### config.mk
export PLATFORM = sky130hd
export DESIGN_NAME = debounce_edge_det
export DESIGN_NICKNAME = d
export VERILOG_FILES = /design/src/rtl/debounce_edge_det_pkg.sv /design/src/rtl/debounce_edge_det_sync_2ff.sv /design/src/rtl/debounce_edge_det.sv
export SDC_FILE = /design/constraint.sdc
export NUM_CORES = 1
export LEC_CHECK = 0
export CORE_MARGIN = 2
export CORE_UTILIZATION = 40
export DETAILED_ROUTE_END_ITERATION = 6
export PLACE_DENSITY = 0.65
export SETUP_SLACK_MARGIN = 0.4
export SYNTH_ARGS = -nofsm -noshare
export SYNTH_HDL_FRONTEND = slang
export SYNTH_SLANG_ARGS = --single-unit
### constraint.sdc
create_clock -name clk -period 5.5 [get_ports clk]
set_clock_uncertainty 0.2 [all_clocks]
set_input_delay 1.1 -clock clk [delete_from_list [all_inputs] [get_ports clk]]
set_output_delay 1.1 -clock clk [all_outputs]
set_load 0.02 [all_outputs]
### src/rtl/debounce_edge_det_pkg.sv
// Shared definitions for the debounce/edge-detect input conditioner.
// The FSM state encoding is reused by downstream blocks that decode debouncer state.
package debounce_edge_det_pkg;

  typedef enum logic [1:0] {
    IDLE_LO = 2'd0,
    CHK_HI  = 2'd1,
    IDLE_HI = 2'd2,
    CHK_LO  = 2'd3
  } deb_state_e;

  // The encoding puts the debounced level in bit 1 and "qualifying" in bit 0.
  function automatic logic state_level(input deb_state_e s);
    return s[1];
  endfunction

  function automatic logic state_busy(input deb_state_e s);
    return s[0];
  endfunction

endpackage

### src/rtl/debounce_edge_det_sync_2ff.sv
// Two-flop synchroniser for a single asynchronous bit into the clk domain.
module sync_2ff (
  input  logic clk,
  input  logic rst,
  input  logic d,
  output logic q
);

  logic r_s1;
  logic r_s2;

  // NOTE: sequential state uses non-blocking assignments so every flop samples
  // the pre-edge value of its neighbour; blocking here would collapse the chain.
  always_ff @(posedge clk or negedge rst) begin
    if (!rst) begin
      r_s1 <= 1'b0;
      r_s2 <= 1'b0;
    end else begin
      r_s1 <= d;
      r_s2 <= r_s1;
    end
  end

  assign q = r_s2;

endmodule

### src/rtl/debounce_edge_det.sv
// Synchronise, debounce and edge-detect a raw asynchronous input.
// Outputs are a clean registered level plus one-cycle rise/fall pulses.
module debounce_edge_det
  import debounce_edge_det_pkg::*;
#(
  parameter int DEBOUNCE_CYCLES = 1000,
  parameter int CNT_W           = 16
) (
  input  logic clk,
  input  logic rst,
  input  logic din,
  output logic q,
  output logic rise,
  output logic fall,
  output logic busy
);

  localparam logic [CNT_W-1:0] TERM_CNT = CNT_W'(DEBOUNCE_CYCLES - 1);
  localparam logic [CNT_W-1:0] ONE_CNT  = CNT_W'(1);

  generate
    if (DEBOUNCE_CYCLES < 2 || (DEBOUNCE_CYCLES - 1) >= (64'd1 << CNT_W)) begin : g_bad_param
      $error("debounce_edge_det: DEBOUNCE_CYCLES out of range for CNT_W");
    end
  endgenerate

  logic       w_s2;
  deb_state_e r_state;
  deb_state_e w_state_nxt;
  logic [CNT_W-1:0] r_cnt;
  logic [CNT_W-1:0] w_cnt_nxt;
  logic r_rise;
  logic r_fall;
  logic w_rise_nxt;
  logic w_fall_nxt;

  sync_2ff u_sync (
    .clk (clk),
    .rst (rst),
    .d   (din),
    .q   (w_s2)
  );

  // NOTE: every flop here has an async reset so a mid-qualification reset
  // drops q and any pending pulse at once, without waiting for a clock.
  always_ff @(posedge clk or negedge rst) begin
    if (!rst) begin
      r_state <= IDLE_LO;
      r_cnt   <= '0;
      r_rise  <= 1'b0;
      r_fall  <= 1'b0;
    end else begin
      r_state <= w_state_nxt;
      r_cnt   <= w_cnt_nxt;
      r_rise  <= w_rise_nxt;
      r_fall  <= w_fall_nxt;
    end
  end

  // NOTE: all outputs of this block get a default first; a path that skips an
  // assignment would otherwise infer a latch.
  always_comb begin
    w_state_nxt = r_state;
    w_cnt_nxt   = '0;
    w_rise_nxt  = 1'b0;
    w_fall_nxt  = 1'b0;

    unique case (r_state)
      IDLE_LO: begin
        if (w_s2) begin
          w_state_nxt = CHK_HI;
          w_cnt_nxt   = ONE_CNT;
        end
      end

      // Rejection is tested first so a bounce on the terminal cycle wins.
      CHK_HI: begin
        if (!w_s2) begin
          w_state_nxt = IDLE_LO;
        end else if (r_cnt == TERM_CNT) begin
          w_state_nxt = IDLE_HI;
          w_rise_nxt  = 1'b1;
        end else begin
          w_cnt_nxt = r_cnt + ONE_CNT;
        end
      end

      IDLE_HI: begin
        if (!w_s2) begin
          w_state_nxt = CHK_LO;
          w_cnt_nxt   = ONE_CNT;
        end
      end

      CHK_LO: begin
        if (w_s2) begin
          w_state_nxt = IDLE_HI;
        end else if (r_cnt == TERM_CNT) begin
          w_state_nxt = IDLE_LO;
          w_fall_nxt  = 1'b1;
        end else begin
          w_cnt_nxt = r_cnt + ONE_CNT;
        end
      end

      default: w_state_nxt = IDLE_LO;
    endcase
  end

  assign q    = state_level(r_state);
  assign busy = state_busy(r_state);
  assign rise = r_rise;
  assign fall = r_fall;

endmodule

== Word level (Yosys, flattened, before mapping) ==
Cells that the tools add are included.
Widths: inputs -> output; s select.

* Add/subtract/negate cells: 1
* Eq/ne operators: 8
* Muxes and demuxes: 18
* Reduce and logical (&&, ||, !) cells: 2

{| class="wikitable"
|+ Operators by type and width
! operator !! count
|-
| $pmux 16 s4 || 1
|-
| $mux 16 || 3
|-
| $add 16x1->16 const B || 1
|-
| $eq 16x10->1 const B || 1
|-
| $mux 2 || 6
|-
| $pmux 2 s4 || 1
|-
| $mux 1 || 7
|-
| $eq 2x2->1 const B || 2
|-
| $reduce_and 4->1 || 1
|-
| $ne 3x2->1 const B || 1
|-
| $ne 3x3->1 const B || 1
|-
| $eq 2x1->1 const B || 1
|-
| $logic_not 2->1 || 1
|-
| $ne 2x1->1 const B || 1
|-
| $ne 2x2->1 const B || 1
|}

* Word-level logic and storage cells: 35
* Register bits: 22
* Output and inout port bits: 4

== Logic depth before layout (Yosys ltp) ==
Gate-level depths: netlist (run 1).

* Depth after elaboration: 4
* Mapped depth: 6
* Gate-level depth less buffers: 5

== By module ==
A second synthesis (run 1) with hierarchy kept.

* Cell total of the unflattened synthesis: 93
* Area, all modules: 993.5 µm²

{| class="wikitable"
|+ Modules (own cells, without submodules)
! module !! area each (µm²) !! times used !! cells each
|-
| debounce_edge_det || 943.4 || 1 || 91
|-
| sync_2ff || 50.0 || 1 || 2
|}

== Worst setup path before layout (run 1) ==
Ideal clock, no wire load.

* Kind: register to register
* Start: register r_cnt[3]
* End: register (tool-made name)
* Data arrival time: 1,782 ps
* Clock period less this slack: 2,107 ps
* Path buffers: 0
* Setup slack: 3,393 ps
* Library setup time: 125 ps
* Cell stages (with the launch flop): 4
* Cells stage by stage: dfrtp_1 -> or4_1 -> or4_4 -> mux2_4

{| class="wikitable"
|+ RTL lines
! what !! RTL line !! RTL
|-
| start, declared || debounce_edge_det.sv:30 || <nowiki>logic [CNT_W-1:0] r_cnt;</nowiki>
|-
| start signal, assigned || debounce_edge_det.sv:54 || <nowiki>r_cnt <= w_cnt_nxt;</nowiki>
|}

== Worst setup path in the final report (run 1) ==
* Start: register r_state[0]
* End: output port busy

{| class="wikitable"
|+ RTL lines
! what !! RTL line !! RTL
|-
| start, declared || debounce_edge_det.sv:28 || <nowiki>deb_state_e r_state;</nowiki>
|-
| start signal, assigned || debounce_edge_det.sv:53 || <nowiki>r_state <= w_state_nxt;</nowiki>
|-
| end, declared || debounce_edge_det.sv:15 || <nowiki>output logic busy</nowiki>
|}

No word-level cell between the ends.

==> summary by stage, run 1 <==
Final layout
The area growth from synthesis to layout is 12.3%. The library cell used most frequently in the layout, excluding fill and tap cells, is dfrtp_1. 0 antenna diodes ended up in the layout. The number of nets at the end of the flow is 106.

The fill cell instance count of the final layout is 235. In the layout the commonest cells are dfrtp_1 (22), nor2_1 (17), xnor2_1 (11). In the final layout, the share of cells above drive strength 1 is 8.91%. Leaving out filler cells and counting taps, the final layout contains 131.

STA
Setup repair after global routing left no endpoint under its margin. Adding up every negative setup slack in the final design gives 0 ns. The maximum operating frequency is 374 MHz.

The worst path needs 2.67 ns of the cycle, external delays included. The transition time at the pin with the least slew margin is 0.943 ns. The number of max-slew violations in the final report is 0.

The worst slew slack as a fraction of its limit is 36.9%. In the finished design, the share of the clock period the worst path needs comes to 48.6%. Setup violations remaining at the end of the flow were counted as 0.

The hold violation count in the final report is 0.

GRT
The via count of the first global-routing pass is 652. The number of antenna violations at the first check in global routing is 0. The largest net degree at the start of global routing is 23.

Summed over all layers, the global routing overflow is 0. The wire length of the first global-routing pass is 2.92 mm. The combined global-route utilization of all metal layers is 14.3%.

Detailed routing
The post-detailed-route DRC marker count is 0. For this block, the via count after detailed routing is 684. After the first detailed-routing iteration, the DRC count stood at 10. For this run, the detailed router's first-pass iteration total came to 4.

The routed design has 1.68 mm of wire. Once detail routing completed, the nets flagged for antenna violations numbered 0. Dividing the detail-routed wire length by the instance count gives 12.8 µm.

In the routed layout, each cell is associated on average with a via count of 5.22.

Setup path
The arrival time at the worst endpoint is 1.37 ns. The signal on the critical path passes through clkdlybuf4s50_1. The critical path required time is 4.20 ns. Of all nets on the critical path, the largest fanout is 5. STA classifies the critical path endpoint as a primary output. The kind of launch point of the worst setup path is a register. The slowest stage cell on the critical path is clkdlybuf4s50_1. The cell family with the largest share of critical-path delay is buffers and inverters. The worst path buffer plus inverter count is 1. The critical path is of the register to primary output type. The largest incremental delay on the critical path is 0.63 ns.

Clock network
The clock insertion delay at the later pin of the skew report is 0.31 ns. The TritonCTS clock tree is built. The buffer type at the clock tree root is clkbuf_4. The H-tree level count is 1. The number of cells upsized or downsized after cts is 0. Hold repair after CTS inserted 0 buffers. Post-CTS timing repair inserted 0 buffers for setup.

The post-CTS clock slew at the launch and capture registers of the worst setup and hold paths is 0.11 ns. The clock passes through at most 2 buffers. The number of sinks handled by clock tree synthesis is 22.

The CTS buffer count is 3.

Yosys
Sequential cells were found to cover 55.3% of the synthesized design area. The share of synthesized area in the top cell type comes to 55.3%. Ranked by total cell area, the synthesized netlist is headed by dfrtp_1 (55%), xnor2_1 (9.7%), nor2_1 (6.4%), xor2_1 (3.5%), nand4_1 (3.1%). The largest total area in the synthesized netlist belongs to dfrtp_1. Counting every net in the synthesized netlist gives 96. The number of synthesis warnings is 0. The number of distinct library cells after synthesis is 20.

Synthesis inferred 22 register bits. The netlist area before placement is 996 µm². In this run the mean area of a mapped cell was 10.8 µm². Synthesis produced 92 cells.

Worst hold path
The class of the worst hold path is register to register.

Run
Max-cap violations in this run came to 0.

Pwr
The total power per unit cell area is 236 nW/µm². The completed layout was analyzed and its total power is 264 µW. The leakage dissipation is 0.445 nW. The worst-case IR drop observed on VDD is 0.180 mV.

Die
The width of the chip is 53.9 µm. The count of pins on the block boundary is 7. The core region is 2410 µm².

The starting density of the core is 41.3%. Measured along the y axis, the die boundary spans 53.9 µm. The die covers 2910 µm². The floorplan has 18 rows.

Placement
Once placement completed, the tool counted placed cells totaling 127. The port buffer count is 6. At the end of routability-driven placement, the weighted congestion stood at 0.770.

The post-DP HPWL is 1.18 mm.

Outcome
The flow ran to the end, and the final reports show no timing, DRC or antenna violations.
-- per-layer routing --
metal	part of all wire, %	vias to the layer above	global-route usage, %
met5	0	-	0
met3	2.1	5	1.67
li1	-	335	-
met4	2.4	0	7.69
met2	47	7	22.6
met1	48	337	19.1
-- through the flow --
step                setup slack (ns)  area, µm²  utilization (%)  hold WS, ns
floorplan                       3.39        996                -        0.131
global placement                3.03       1080             44.9        0.137
detailed placement              2.97       1080             44.9        0.140
CTS                             2.81       1120             46.4        0.174
global route                    2.78       1120             46.4        0.192
finish                          2.83       1120             46.4        0.168
-- state kept, by name, indices dropped and copies added (netlist names), named ones only --
signal / cells
r_cnt: 16
r_state: 1
rise: 1
u_sync.r_s1: 1
fall: 1
u_sync.q: 1
-- worst paths after layout --
| check | from | end | slack [ns] | depth (start not counted) |
|---|---|---|---|---|
| max | r_state[0] | busy | 2.83 | 1 |
| min | u_sync.r_s1 | u_sync.q | 0.17 | 0 |
| max reg2reg | r_cnt[3] | register | 3.27 | 3 |
| min reg2reg | u_sync.r_s1 | u_sync.q | 0.17 | 0 |
| max in group asynchronous | rst | r_cnt[6] | 3.43 | 1 |
| min in group asynchronous | rst | u_sync.r_s1 | 1.11 | 1 |
-- synth_stat cells --
master / n
and3_2: 1
inv_1: 3
and2_4: 1
dfrtp_1: 22
buf_6: 1
xor2_1: 4
nand2_1: 4
nor3b_1: 2
mux2_4: 1
nor3_1: 3
or4_4: 1
nand3_1: 5
nand3_2: 1
or4_1: 3
nor2_1: 17
ha_1: 1
nand4_1: 5
nor4_1: 5
xnor2_1: 11
a21boi_1: 1
-- layout make-up --
cell class                 instances  area (µm²)  area share (%)
clock buffer                       4        36.3            3.24
inverter                           3        11.3            1.01
timing repair buffer               6        60.1            5.37
tap                               30        37.5            3.36
multi-input combinational         66         423            37.8
sequential                        22         551            49.2
-- logic make-up after synthesis --
family / share of synthesized area (%)
AOI/OAI and AO/OA: 0.754
adders and majority gates: 1.26
xor gates and xnor gates: 13.2
muxes: 1.51
and+or+nand+nor: 25.8
DFF: 55.3
buffers and inverters: 2.26
-- where the power goes --
group          total [mW]  leakage (nW)  switching [mW]  internal, mW
combinational      0.0106         0.126         0.00673       0.00384
clock              0.0874        0.0210          0.0470        0.0405
sequential          0.166         0.298         0.00191         0.164
Power figures use the tool's default switching activity.
==> run 2, diff against run 1 <==
PLACE_DENSITY = 0.67   (was 0.65)
clock period = 2.3 ns   (was 5.5 ns; I/O delays follow)
==> run 2 against run 1 <==
Net effect:
- worst hold slack is essentially flat
- wire length grew 24%
- non-clock buffer count grew 11
- sequential power grew 140%
- largest power group unchanged
- critical endpoint is now r_cnt[0]
- combinational power grew to 3.1 times the previous value
- core utilization grew 6.2 points
- count of clock-buffer cells in the layout is the same
- highest routed layer unchanged
- worst setup slack lost 2.7 ns
- first-iteration DRC count shrank 20%
- critical path depth grew 3
==> summary by stage, run 2 (synthesis results as in run 1) <==
Outcome
Outcome: finished, final reports clean (unchanged).

Final layout
The layout cell share with drive strength beyond 1 is 31.0% (was 8.91%). Most used cells in the layout excluding fill and tap cells: dfrtp_1 (22), xnor2_1 (11), buf_4 (11) (was dfrtp_1 (22), nor2_1 (17), xnor2_1 (11)). The leading cell type in the layout, fill and taps excluded is dfrtp_1 (unchanged). The fill cell instance count of the final layout is 207 (was 235).

The number of nets at the end of the flow was 118 (was 106). The flip-flop count of the largest register, all copies and words added is 16 (unchanged). The register with the highest flop count is r_cnt (unchanged). The final standard cell count with taps included and fillers excluded is 143 (was 131). The final antenna diode count was 0 (unchanged). The signed area change from the synthesized netlist to the final layout is 27.3% (was 12.3%).

Die
The die span in y was 53.9 µm (unchanged). The starting density of the core is 41.3% (unchanged). The total core area came to 2410 µm² (unchanged). The number of rows in the core area is 18 (unchanged). The width of the chip is 53.9 µm (unchanged). The floorplan die area was 2910 µm² (unchanged). The count of pins on the block boundary is 7 (unchanged).

Clock network
The buffer type at the clock tree root was clkbuf_4 (unchanged). The post-CTS clock slew at the launch and capture registers of the worst setup and hold paths is 0.12 ns (was 0.11 ns). The worst-case clock buffer depth is 2 (unchanged). The CTS buffer count is 3 (unchanged). The TritonCTS clock tree was built (unchanged). The number of sinks handled by clock tree synthesis came to 22 (unchanged). The clock insertion delay at the later pin of the skew report is 0.31 ns (about the same). The H-tree level count is 1 (unchanged).

STA
The final number of setup-violating endpoints is 0 (unchanged). After layout, the minimum clock period comes to 2.12 ns. The worst slew slack as a fraction of its limit is 59.3% (was 36.9%). The final total negative setup slack is 0 ns (unchanged).

The hold violation count in the final report is 0 (unchanged). The number of max-slew violations in the final report is 0 (unchanged). The transition time at the pin with the least slew margin is 0.608 ns (was 0.943 ns). The portion of the clock cycle consumed by the worst path in the final layout is 92.4%. RSZ-0062 raised after global routing: yes (was no). The final worst slack came to 0.175 ns (was 2.83 ns). Static timing analysis puts the maximum clock frequency at 471 MHz.

GRT
The wire length of the first global-routing pass is 3.22 mm (was 2.92 mm). The via count of the first global-routing pass was 727 (was 652). The largest net degree at the start of global routing is 15 (was 23). The number of antenna violations at the first check in global routing is 0 (unchanged). The combined global-route utilization of all metal layers was 15.7% (was 14.3%).

The global-route congestion overflow total is 0 (unchanged).

Worst hold path
The depth of the worst hold-timing path is 0 (unchanged). The origin of the worst min-delay path was u_sync.r_s1 (unchanged). The capture endpoint of the worst hold path is u_sync.q (unchanged). The class of the worst hold path is register to register (unchanged).

Placement
The post-DP HPWL is 1.26 mm (was 1.18 mm). The port buffer count is 6 (unchanged). The placer congestion estimate is 0.743 (was 0.770). The number of cells in the design after placement is 130 (was 127).

The placement-stage worst setup slack is 0.166 ns (was 2.97 ns).

Setup path
The sort of element at the end of the critical path is a register (was primary output). The origin of the critical flop-to-flop path is r_cnt[13] (was r_cnt[3]). The cell depth of the worst flop-to-flop path is 4 (was 3). The timing startpoint of the critical path is r_cnt[13] (was r_state[0]). The peak fanout along the critical path came to 4 (was 5).

The worst register-to-register path ends at r_cnt[0]. The worst setup path category was register to register (was register to primary output). The kind of launch point of the worst setup path is a register (unchanged). The critical path required time came to 2.29 ns (was 4.20 ns). The register-to-register setup slack was 0.18 ns (was 3.27 ns). The arrival time at the worst endpoint is 2.12 ns (was 1.37 ns).

Detailed routing
The iteration count of the initial detailed-routing pass is 4 (unchanged). The post-detailed-route count of antenna-violating nets is 0 (unchanged). The post-detailed-route DRC marker count was 0 (unchanged). The violation count after the first detailed-route iteration is 8 (was 10). The vias after detailed routing is 760 (was 684). The per-cell routed wire length is 14.6 µm (was 12.8 µm). The total wire length after detailed routing is 2.08 mm (was 1.68 mm). The average via count per standard cell is 5.31 (was 5.22).

Pwr
The power after layout is 643 µW (was 264 µW). The total power per unit cell area is 507 nW/µm² (was 236 nW/µm²). The maximum vdd drop was 0.473 mV (was 0.180 mV). The leakage dissipation is 0.517 nW (was 0.445 nW).

Run
The number of max-cap violations is 0 (unchanged).
## run 2: critical path, cell delays in order, from the launching register on
cell	delay (ns)
dfrtp_1	0.40
or4_4	0.54
or4_4	0.56
and2_4	0.18
a21boi_1	0.12
## run 2: layout make-up
type                    instances  area [µm²]  share of cell area [%]
inverters                       3        11.3                   0.888
multi-input cells              67         494                    39.0
clock buffers                   4        36.3                    2.86
flip-flops and latches         22         551                    43.4
well taps                      30        37.5                    2.96
repair buffers                 17         138                    10.9
## run 2: repair_timing
item / 4_1_cts / 5_1_grt
buffers inserted: 6 / 2
setup endpoints to repair: 23 / 19
pin swaps: 1 / 4
hold buffers: 0 / 0
gates cloned: 0 / 1
resized for setup: 6 / 15
endpoints found under the hold margin: 0 / 0
## run 2: worst max-delay path by stage
stage	to	cells after the start
after floorplan	register	3
after global placement	register	3
after detailed placement	r_cnt[13]	4
after CTS	r_cnt[0]	4
after global routing	r_cnt[0]	4
final	r_cnt[0]	4
## run 2: per-layer routing
metal / global-route usage, % / routed length [µm] / up-vias / share of wire [%]
li1: - / - / 361 / -
met1: 20.8 / 923 / 388 / 44
met2: 25.0 / 1080 / 7 / 52
met3: 1.67 / 31 / 4 / 1.5
met4: 8.97 / 49 / 0 / 2.4
met5: 0 / 0 / - / 0
## run 2: where the power goes
part	internal [mW]	switching, mW	total [mW]	leakage [nW]
clock network	0.0968	0.116	0.213	0.0210
registers	0.392	0.00556	0.397	0.298
logic	0.0124	0.0207	0.0331	0.197
total	0.501	0.142	0.643	0.517
## run 2: metrics by stage
| step | utilization (%) | hold WS (ns) | area [µm²] |
|---|---|---|---|
| finish | 52.6 | 0.168 | 1270 |
| global route | 52.6 | 0.177 | 1270 |
| CTS | 49.5 | 0.169 | 1190 |
| detailed placement | 45.8 | 0.141 | 1100 |
| global placement | 45.8 | 0.134 | 1100 |
| floorplan | - | -0.0356 | 996 |
